### src/rtl/fetch_unit.sv
// rtl/fetch_unit.sv - instruction fetch: request FSM with kill-on-redirect and a shift-register buffer
module fetch_unit #(
  parameter logic [31:0] RESET_PC = 32'h0000_0000,
  parameter int          DEPTH    = 2
) (
  input  logic        clk,
  input  logic        rst,
  input  logic [31:0] pc_in,
  input  logic        pc_load,
  output logic        imem_req,
  output logic [31:0] imem_addr,
  input  logic        imem_gnt,
  input  logic        imem_rvalid,
  input  logic [31:0] imem_rdata,
  output logic [31:0] instr,
  output logic [31:0] instr_pc,
  output logic        instr_valid,
  input  logic        instr_ready
);

  localparam int CW = $clog2(DEPTH + 1);
  localparam logic [CW-1:0] DEPTH_C = CW'(DEPTH);

  typedef enum logic [1:0] {IDLE, REQ, WAIT} state_t;

  state_t        state_q, state_d;
  logic [31:0]   fpc_q, fpc_d;
  logic [31:0]   addr_q, addr_d;
  logic          kill_q, kill_d;
  logic [CW-1:0] cnt_q, cnt_d, cnt_pop;
  logic [31:0]   ins_q [DEPTH];
  logic [31:0]   ins_d [DEPTH];
  logic [31:0]   pcs_q [DEPTH];
  logic [31:0]   pcs_d [DEPTH];

  logic [31:0] load_pc;
  logic        pop, push;
  logic        unused_pc_lsb;

  assign load_pc       = {pc_in[31:2], 2'b00};
  assign unused_pc_lsb = ^pc_in[1:0];

  assign instr_valid = (cnt_q != '0);
  assign instr       = ins_q[0];
  assign instr_pc    = pcs_q[0];
  assign imem_req    = (state_q == REQ);
  assign imem_addr   = addr_q;

  assign pop  = instr_valid && instr_ready;
  // A redirect in the response cycle discards that response as well.
  assign push = (state_q == WAIT) && imem_rvalid && !kill_q && !pc_load;

  always_comb begin
    state_d = state_q;
    fpc_d   = fpc_q;
    addr_d  = addr_q;
    kill_d  = kill_q;
    case (state_q)
      IDLE: begin
        if (pc_load) begin
          fpc_d   = load_pc;
          addr_d  = load_pc;
          state_d = REQ;
        end else if (cnt_q < DEPTH_C) begin
          addr_d  = fpc_q;
          state_d = REQ;
        end
      end
      REQ: begin
        if (imem_gnt) begin
          state_d = WAIT;
          if (!kill_q && !pc_load) fpc_d = fpc_q + 32'd4;
        end
        if (pc_load) begin
          fpc_d  = load_pc;
          kill_d = 1'b1;
        end
      end
      WAIT: begin
        if (pc_load) fpc_d = load_pc;
        if (imem_rvalid) begin
          state_d = IDLE;
          kill_d  = 1'b0;
        end else if (pc_load) begin
          kill_d = 1'b1;
        end
      end
      default: state_d = IDLE;
    endcase
  end

  // Entry 0 is always the head, so instr/instr_pc come straight from registers.
  always_comb begin
    ins_d   = ins_q;
    pcs_d   = pcs_q;
    cnt_pop = cnt_q - CW'(pop);
    if (pop) begin
      for (int i = 0; i < DEPTH - 1; i++) begin
        ins_d[i] = ins_q[i+1];
        pcs_d[i] = pcs_q[i+1];
      end
    end
    if (push) begin
      for (int i = 0; i < DEPTH; i++) begin
        if (cnt_pop == CW'(i)) begin
          ins_d[i] = imem_rdata;
          pcs_d[i] = addr_q;
        end
      end
    end
    cnt_d = pc_load ? '0 : cnt_pop + CW'(push);
  end

  always_ff @(posedge clk or negedge rst) begin
    if (!rst) begin
      state_q <= IDLE;
      fpc_q   <= RESET_PC;
      addr_q  <= RESET_PC;
      kill_q  <= 1'b0;
      cnt_q   <= '0;
      for (int i = 0; i < DEPTH; i++) begin
        ins_q[i] <= '0;
        pcs_q[i] <= '0;
      end
    end else begin
      state_q <= state_d;
      fpc_q   <= fpc_d;
      addr_q  <= addr_d;
      kill_q  <= kill_d;
      cnt_q   <= cnt_d;
      ins_q   <= ins_d;
      pcs_q   <= pcs_d;
    end
  end

endmodule

### config.mk
export PLATFORM = sky130hd
export DESIGN_NAME = fetch_unit
export DESIGN_NICKNAME = d
export VERILOG_FILES = /design/src/rtl/fetch_unit.sv
export SDC_FILE = /design/constraint.sdc
export NUM_CORES = 1
export LEC_CHECK = 0
export CORE_MARGIN = 1
export CORE_UTILIZATION = 53
export DETAILED_ROUTE_END_ITERATION = 10
export PLACE_DENSITY = 0.83
export RECOVER_POWER = 25
export SETUP_SLACK_MARGIN = 0.5
export SYNTH_ARGS = -nofsm -noshare
export SYNTH_HDL_FRONTEND = slang
export SYNTH_SLANG_ARGS = --single-unit
### constraint.sdc
create_clock -name clk -period 4.3 [get_ports clk]
set_clock_uncertainty 0.1 [all_clocks]
set_input_delay 0.645 -clock clk [delete_from_list [all_inputs] [get_ports clk]]
set_output_delay 0.645 -clock clk [all_outputs]
set_load 0.05 [all_outputs]
==> impl_results.md, run 1 <==
* Worst setup EP type: flip-flop
* CTS tree: yes
* Largest family of logic cells by synthesized area: simple AND/OR/NAND/NOR gates
* Crit Path Class: reg -> reg
* Vias in the first global route at just over 7000
* Routed Antenna Nets at 0
* CP required at between 4000 and 5000 ps
* PD cells at 745 mW/mm^2
* Chip height at 136 um
* Avg Synthesized Cell Area at between 9 and 10 um^2
* Input/output buffers at 165
* Vias/cell at ~6
* Setup Viol. Count Final at 0
* Root buf cell: clkbuf_16
* Routed vias at 7688
* Clock buffer depth at 2
* WL per Instance at 17.2 um
* Setup TNS at 0 ps
* Diodes inserted at 0
* Iter 0 DRT Violations at roughly 540
* Reg clk slew, reported paths at 70 ps
* Core Footprint at 0.0175 mm^2
* Failing checks: max-capacitance violations, max-slew violations
* Share of cells above drive strength 1 at 0.116
* DRT Wirelength at between 20 and 25 mm
* Peak VDD IR at roughly 0.00046 V
* Sink Count at a little under 200
* Xor/xnor share of the synthesized area at 0.00183
* Site row count at 48
* Synth Area in Simple Gates at 0.157
* Yosys warnings at 0
* Layout area overhead at 20.4%
* Total grt overflow at 0
* Full die area at about 0.019 mm^2
* Post-cts sizing count at 0
* Gr usage total at 0.250
* Largest net degree at the start of global routing at around 110
* Commonest cells after routing, fill and taps aside: nand2_1, dfrtp_1, clkdlybuf4s50_1
* Mux cell area share after synthesis at 0.105
* Initial antenna violation count at 0
* Syn Nets at approximately 1100
* DP HPWL at approximately 15 mm
* First-pass GRT wire length at 36.1 mm
* Cells after synthesis at about 1000
* Compound-Gate Fraction of Synth Area at 0.138
* Max cap viols at 1
* DRC at 0
* Worst Tran Pin Value at about 2800 ps
* Most common cell after layout, fill and taps aside: nand2_1
* Synthesized cell area at ~0.0096 mm^2
* Post-synth EDFFs at 0
* Die W at between 100 and 150 um
* Critical Path Source: cnt_q[1]
* Hold Startpoint: ins_q[0]
* TritonCTS Buffers at 17
* Final Hold Fails at 0
* Initial core utilization at 0.547
* Nets at between 1000 and 1500
* Pins Over Slew Limit at around 110
* FILL cells at between 1000 and 1500
* Clock Latency Late Sink at ~440 ps
* Yosys reg bits at 193
* Fin crit share at 0.722
* H-Tree Depth at 4
* Fmax at approximately 0.32 GHz
* Min Tclk post-route at approximately 3100 ps
* Post-CTS Setup Bufs at 0
* FF-to-FF Start: cnt_q[1]
* Seq/Total Area, Yosys at 0.505
* Io pins at ~170
* Lkg Pwr at 5.13 nW
* Critical path peak fanout at 45
* Total power at about 8.6 mW
* Synth async-reset ratio at 1.00
* Post-Synth Adder-Cell Area at 0.0105
* Synth Flop Type: dfrtp_1
* Hold_buf cts at 0
* Synth cell types at 61
* Worst min path class: reg -> reg
* RSZ-0062 raised after global routing: false
* CP arrival at roughly 3300 ps
* Routability cong. at ~0.85
* Critical Path Source Type: flip-flop
* Status: finished, violations left
* Max-slew headroom at -0.855
* DR pass1 iterations at 5
## registers in the layout, indices dropped and copies added, names as in the netlist, 2 cells and up
register,flops
ins_q,32
instr,32
cnt_q,2
fpc_q,30
imem_addr,31
instr_pc,32
state_q,2
pcs_q,31
## layout make-up
class / instances / area, um^2 / share of cell area
sequential: 193 / 4830 / 0.419
tap: 225 / 282 / 0.0245
inverter: 12 / 45.0 / 0.00391
timing repair buffer: 181 / 1800 / 0.156
multi-input combinational: 665 / 3980 / 0.345
clock buffer: 22 / 454 / 0.0394
clock inverter: 10 / 128 / 0.0111
## worst max-delay path, cell delays in order, from the launching register on
cell     delay, ps
dfrtp_1        400
or2_2          320
nand2_2        100
inv_2           40
ha_1           180
xor2_1         170
nor4_1         530
and2_2         430
buf_12         290
mux2_2         380
## metal layers
layer  track usage  routed length, um  vias to the layer above
met2         0.396              10500                      291
li1              -                  -                     3565
met1         0.342              10100                     3793
met5             0                  0                        -
met4        0.0895                447                        0
met3        0.0470               1510                       39
## path summary, 6_finish.rpt
kind	endpoint	slack [ps]	depth (start not counted)
setup / recovery	ins_q[1]	1190	9
hold / removal	ins_q[0]	400	1
setup reg to reg	ins_q[1]	1190	9
hold reg to reg	ins_q[0]	400	1
max in group asynchronous	pcs_q[5]	1480	1
min in group asynchronous	instr[0]	1000	1
## metrics by stage
stage | util | hold WS (ps) | area (um^2) | cells | worst slack, ps
floorplan | - | 249 | 9560 | 1001 | 1120
global placement | 0.626 | 388 | 10900 | 1276 | 919
detailed placement | 0.626 | 395 | 10900 | 1276 | 864
CTS | 0.659 | 275 | 11500 | 1308 | 1200
global route | 0.659 | 419 | 11500 | 1308 | 870
finish | 0.659 | 405 | 11500 | 1308 | 1190
## cell usage after synthesis, types with 3 or more instances
cell,instances,area (um^2)
mux2i_1,28,280
clkbuf_1,54,203
a2bb2oi_1,3,26.3
o2bb2ai_1,3,26.3
o21ai_0,46,230
a31oi_1,70,438
inv_1,11,41.3
ha_1,8,100
and2_1,7,43.8
mux2_2,64,721
a21o_1,5,37.5
o22ai_1,4,25.0
nand3_1,9,45.0
dfrtp_1,193,4830
and3_1,6,37.5
buf_2,7,35.0
a211oi_1,5,37.5
nor4_1,7,43.8
a311oi_1,6,52.6
buf_1,5,18.8
buf_4,65,488
and4_1,3,26.3
nand2_1,196,736
a21boi_0,3,22.5
a21oi_1,41,205
nor2_1,93,349
nand4_1,5,31.3
o22a_1,3,26.3
nor3_1,6,30.0
o32ai_1,3,26.3
a221oi_1,5,43.8
## power breakdown
part,internal [mW],leakage (nW),switching (mW)
clock network,0.880,0.276,0.702
registers,2.41,2.54,0.558
logic,1.38,2.32,2.64
total,4.67,5.13,3.90
## kinds of logic after synthesis
| family | Yosys count |
|---|---|
| adder cells (fa/ha/maj) | 8 |
| buffers and inverters | 143 |
| XOR/XNOR | 2 |
| flip-flops | 193 |
| AO/OA/AOI/OAI | 212 |
| AND/OR/NAND/NOR | 351 |
| multiplexers | 92 |
(Power assumes the default switching activity.)
==> inputs of run 2 (changes only) <==
- clock period: 4.3 -> 2.9 ns (I/O delays scaled with it)
==> impl_results.md, run 2 (synthesis results as in run 1) <==
* Max cap viols at 0
* Fmax at 0.427 GHz
* Nets at around 1200
* Worst min path class: in -> reg
* Seq pwr share at 0.341
* Core Footprint at around 0.017 mm^2
* Crit Path Class: reg -> reg
* Dpl ws at 149 ps
* Layout area overhead at 23.6%
* DRT Wirelength at 23.4 mm
* Fin crit share at 0.807
* Total grt overflow at 0
* Io pins at approximately 170
* Critical path peak fanout at 22
* Sw power at around 5.9 mW
* Setup Viol. Count Final at 0
* Critical Path Source Type: flip-flop
* Sink Count at between 150 and 200
* Site row count at 48
* Worst Reg-to-Reg Cells at 9
* Clock power share at 0.187
* Lkg Pwr at around 5.3 nW
* Gate power share at 0.472
* Full die area at roughly 0.019 mm^2
* DP HPWL at between 15 and 20 mm
* CP Cell Sequence: or2_4 -> nand2_4 -> inv_4 -> ha_4 -> xor2_2 -> nor4_4 -> and2_4 -> buf_12 -> mux2_2
* Initial antenna violation count at 0
* Min Tclk post-route at approximately 2300 ps
* Initial core utilization at 0.547
* DR pass1 iterations at 5
* DRC at 0
* Die W at 136 um
* WL per Instance at about 18 um
* FILL cells at ~1300
* Chip height at about 140 um
* Final Util at 0.676
* H-Tree Depth at 4
* Share of cells above drive strength 1 at 0.141
* Worst hold slack at around 360 ps
* Routability cong. at about 0.86
* Worst setup margin at between 500 and 600 ps
* Iter 0 DRT Violations at 540
* Number of buffers and inverters on the critical path at 2
* Largest net degree at the start of global routing at approximately 130
* Hold Crit Depth at 3
* RSZ-0062 raised after global routing: true
* Gr usage total at 0.251
* CP required at 3130 ps
* Clock Latency Late Sink at 440 ps
* Setup TNS at 0 ps
* Pins Over Slew Limit at 0
* Critical Path Source: cnt_q[1]
* FF-to-FF Start: cnt_q[1]
* Total power at roughly 13 mW
* Root buf cell: clkbuf_16
* CP arrival at around 2600 ps
* Crit path to: pcs_q[10]
* Routed vias at 7659
* Worst Tran Pin Value at approximately 1400 ps
* First-pass GRT wire length at about 36 mm
* CTS tree: yes
* Clock buffer depth at 2
* FF-to-FF End: pcs_q[10]
* Vias/cell at 5.79
* Flop2flop setup slack at 560 ps
* Max-slew headroom at 0.0584
* Final Hold Fails at 0
* CP top delay family: simple AND/OR/NAND/NOR gates
* Most common cell after layout, fill and taps aside: nand2_1
* Status: finished, final reports clean
* Commonest cells after routing, fill and taps aside: nand2_1, dfrtp_1, clkdlybuf4s50_1
* Routed Antenna Nets at 0
* TritonCTS Buffers at 17
* Peak VDD IR at slightly above 0.0006 V
* Max incr delay on CP at slightly below 400 ps
* PD cells at ~1100 mW/mm^2
* Reg clk slew, reported paths at about 70 ps
* Internal cell power at a little over 7 mW
* CP Depth at 9
* Vias in the first global route at between 7000 and 8000
* Sw Ratio at 0.454
* Worst setup EP type: flip-flop
* Worst path slowest cell: dfrtp_1
* Input/output buffers at 165
run 2: power by group through the flow:
stage / Combinational, mW / Clock (mW) / Sequential, mW
2_1_floorplan: 3.93 / 0 / 4.88
3_3_place_gp: 5.90 / 0 / 4.40
3_5_place_dp: 6.03 / 0 / 4.45
4_1_cts: 6.06 / 2.44 / 4.40
5_1_grt: 6.55 / 2.55 / 4.54
6_report: 6.11 / 2.41 / 4.41
run 2: layer usage:
layer,vias up,global-route usage,wire (um)
met5,-,0,0
met4,0,0.0932,400
met3,32,0.0425,1400
met2,281,0.388,11200
met1,3750,0.355,10400
li1,3596,-,-
run 2: area by class of cell:
type	instances	area [um^2]	share of cell area
Antenna cell	1	2.50	0.000212
Clock buffer	19	453	0.0383
Clock inverter	13	151	0.0128
Inverter	12	47.5	0.00402
Multi-Input combinational cell	665	4060	0.343
Sequential cell	193	4830	0.409
Tap cell	225	282	0.0238
Timing Repair Buffer	195	1990	0.169
run 2: how the worst min path moves through the flow:
stage,start,endpoint
after floorplan,rst,cnt_q[0]
after detailed placement,rst,ins_q[16]
after global routing,pc_load,imem_addr[11]
after global placement,rst,instr[16]
final,pc_load,imem_addr[11]
after CTS,pc_load,cnt_q[0]
run 2: repair_timing:
item	4_1_cts	5_1_grt
hold endpoints to repair	52	0
gates resized for setup	4	14
hold buffers	1	0
endpoints found under the setup margin	66	139
setup buffers	1	3
cloned	0	2
pin swaps	2	2
run 2: worst min-delay path: stages:
cell and delay [ps]:
buf_2 150, mux2i_1 170, o21ai_0 100
run 2: metrics by stage:
stage               cells  instance area [um^2]
global route         1322                 11800
CTS                  1317                 11700
floorplan            1001                  9720
detailed placement   1283                 11100
global placement     1283                 11100
finish               1323                 11800
==> inputs of run 3 (changes only) <==
- clock period: 2.9 -> 2.3 ns (I/O delays scaled with it)
==> impl_results.md, run 3 (synthesis results as in run 1) <==
* Largest net degree at the start of global routing at between 60 and 70
* Total grt overflow at 0
* DRT Wirelength at 31.1 mm
* Clock Latency Late Sink at 440 ps
* Failing checks: max-capacitance violations, max-slew violations, negative setup slack
* Hold path endpoint: cnt_q[1]
* Min Tclk post-route at 2470 ps
* Max cap viols at 1
* FF-to-FF End: instr[22]
* Sw power at about 8.7 mW
* Worst setup EP type: flip-flop
* WL per Instance at 22.0 um
* Fin cells at 1413
* H-Tree Depth at 4
* FILL cells at approximately 990
* Critical Path Source Type: flip-flop
* Commonest cells after routing, fill and taps aside: nand2_1, dfrtp_1, clkdlybuf4s50_1
* Clock buffer depth at 2
* Worst hold slack at 297 ps
* Vias/cell at 6.19
* Core Footprint at 0.0175 mm^2
* First-pass GRT wire length at around 43 mm
* CP required at 2500 ps
* Gr usage total at 0.302
* FF-to-FF Start: cnt_q[0]
* Total power at about 19 mW
* Vias in the first global route at 8030
* Die W at about 140 um
* PD cells at 1360 mW/mm^2
* Routability cong. at 0.879
* Routed Antenna Nets at 0
* Status: finished, violations left
* Share of cells above drive strength 1 at 0.323
* Dpl cells at 1317
* Crit Path Class: reg -> reg
* Fin crit share at 1.07
* Seq pwr share at 0.293
* Worst setup margin at -171 ps
* CTS tree: yes
* TritonCTS Buffers at 17
* Hold Startpoint: pc_load
* Critical path peak fanout at 6
* Input/output buffers at about 170
* Worst Reg-to-Reg Cells at 12
* Layout area overhead at 45.9%
* Full die area at about 0.019 mm^2
* Root buf cell: clkbuf_16
* Gate power share at 0.551
* Io pins at around 170
* Fmax at around 0.40 GHz
* DR pass1 iterations at 6
* Max-slew headroom at -0.0316
* Initial core utilization at 0.547
* RSZ-0062 raised after global routing: true
* Routed vias at just under 9000
* Nets at about 1300
* CP arrival at between 2000 and 3000 ps
* Setup Viol. Count Final at ~130
* Site row count at 48
* Sink Count at about 190
* Initial antenna violation count at 0
* Iter 0 DRT Violations at between 800 and 900
* Diodes inserted at 0
* DRC at 0
* Flop2flop setup slack at -170 ps
* Chip height at between 100 and 150 um
* Most common cell after layout, fill and taps aside: nand2_1
* Final Hold Fails at 0
* Internal cell power at a little over 10 mW
* Pins Over Slew Limit at 56
* Peak VDD IR at approximately 0.0010 V
* Clock power share at 0.157
* Lkg Pwr at between 7 and 8 nW
* Worst min path class: in -> reg
* DP HPWL at about 16 mm
* Reg clk slew, reported paths at 70 ps
* Sw Ratio at 0.456
* Worst Tran Pin Value at 1550 ps
* Hold Crit Depth at 3
[run 3: cell count changes in the layout (fill, tap and decap cells not counted), sizes merged, moves of 2 or more]
cell	delta
clkbuf	+16
inv	-2
buf	+83
clkdlybuf4s50	-96
clkdlybuf4s15	+31
dlymetal6s2s	+58
[run 3: per-stage QoR]
step / setup TNS [ps] / util / area, um^2 / worst slack (ps)
after floorplan: -26770 / - / 10000 / -309
after detailed placement: -20260 / 0.661 / 11600 / -309
after CTS: -3970 / 0.746 / 13000 / -65.7
final: -12000 / 0.798 / 14000 / -171
after global routing: -30860 / 0.798 / 14000 / -242
after global placement: -12830 / 0.661 / 11600 / -227
[run 3: power by group through the flow]
| stage | Combinational, mW | Sequential, mW | Clock, mW |
|---|---|---|---|
| 3_3_place_gp | 8.19 | 5.47 | 0 |
| 2_1_floorplan | 5.38 | 6.18 | 0 |
| 5_1_grt | 10.9 | 5.71 | 3.14 |
| 6_report | 10.5 | 5.57 | 2.98 |
| 4_1_cts | 9.25 | 5.48 | 2.99 |
| 3_5_place_dp | 8.37 | 5.53 | 0 |
[run 3: layout make-up]
class / instances / area (um^2) / area share
sequential: 193 / 4830 / 0.347
clock buffer: 23 / 498 / 0.0357
timing repair buffer: 283 / 3280 / 0.235
multi-input combinational: 668 / 4910 / 0.352
clock inverter: 9 / 96.3 / 0.00691
tap: 225 / 282 / 0.0202
inverter: 12 / 55.1 / 0.00395
[run 3: worst max-delay path by stage]
stage | start | to | slack (ps) | cells past startpoint
after floorplan | cnt_q[1] | ins_q[0] | -310 | 11
after global placement | instr_ready | ins_q[8] | -230 | 9
after detailed placement | instr_ready | ins_q[19] | -310 | 9
after CTS | cnt_q[1] | ins_q[19] | -70 | 9
after global routing | cnt_q[0] | instr_pc[6] | -240 | 12
final | cnt_q[0] | instr[22] | -170 | 12
[run 3: repair_timing]
action	4_1_cts	5_1_grt
endpoints found under the setup margin	257	227
setup buffers	27	16
pin swaps	10	28
gates resized for setup	175	193
gates cloned	13	7
hold endpoints to repair	51	0
hold buffers	1	0
[run 3: critical path: stages (launching register included)]
cell and delay, ps:
dfrtp_1 390, or2_4 270, nand2_4 80, inv_4 40
ha_4 170, xor2_4 160, nor4_4 290, buf_4 150
buf_6 120, nand2_4 140, buf_16 180, nor2_2 150
a31oi_1 90
[run 3: per-layer routing]
layer	part of all wire	wire length (um)	vias to the layer above	global-route usage
li1	-	-	3799	-
met1	0.38	11900	4278	0.402
met2	0.49	15200	541	0.490
met3	0.085	2630	130	0.0481
met4	0.043	1320	0	0.130
met5	0	0	-	0
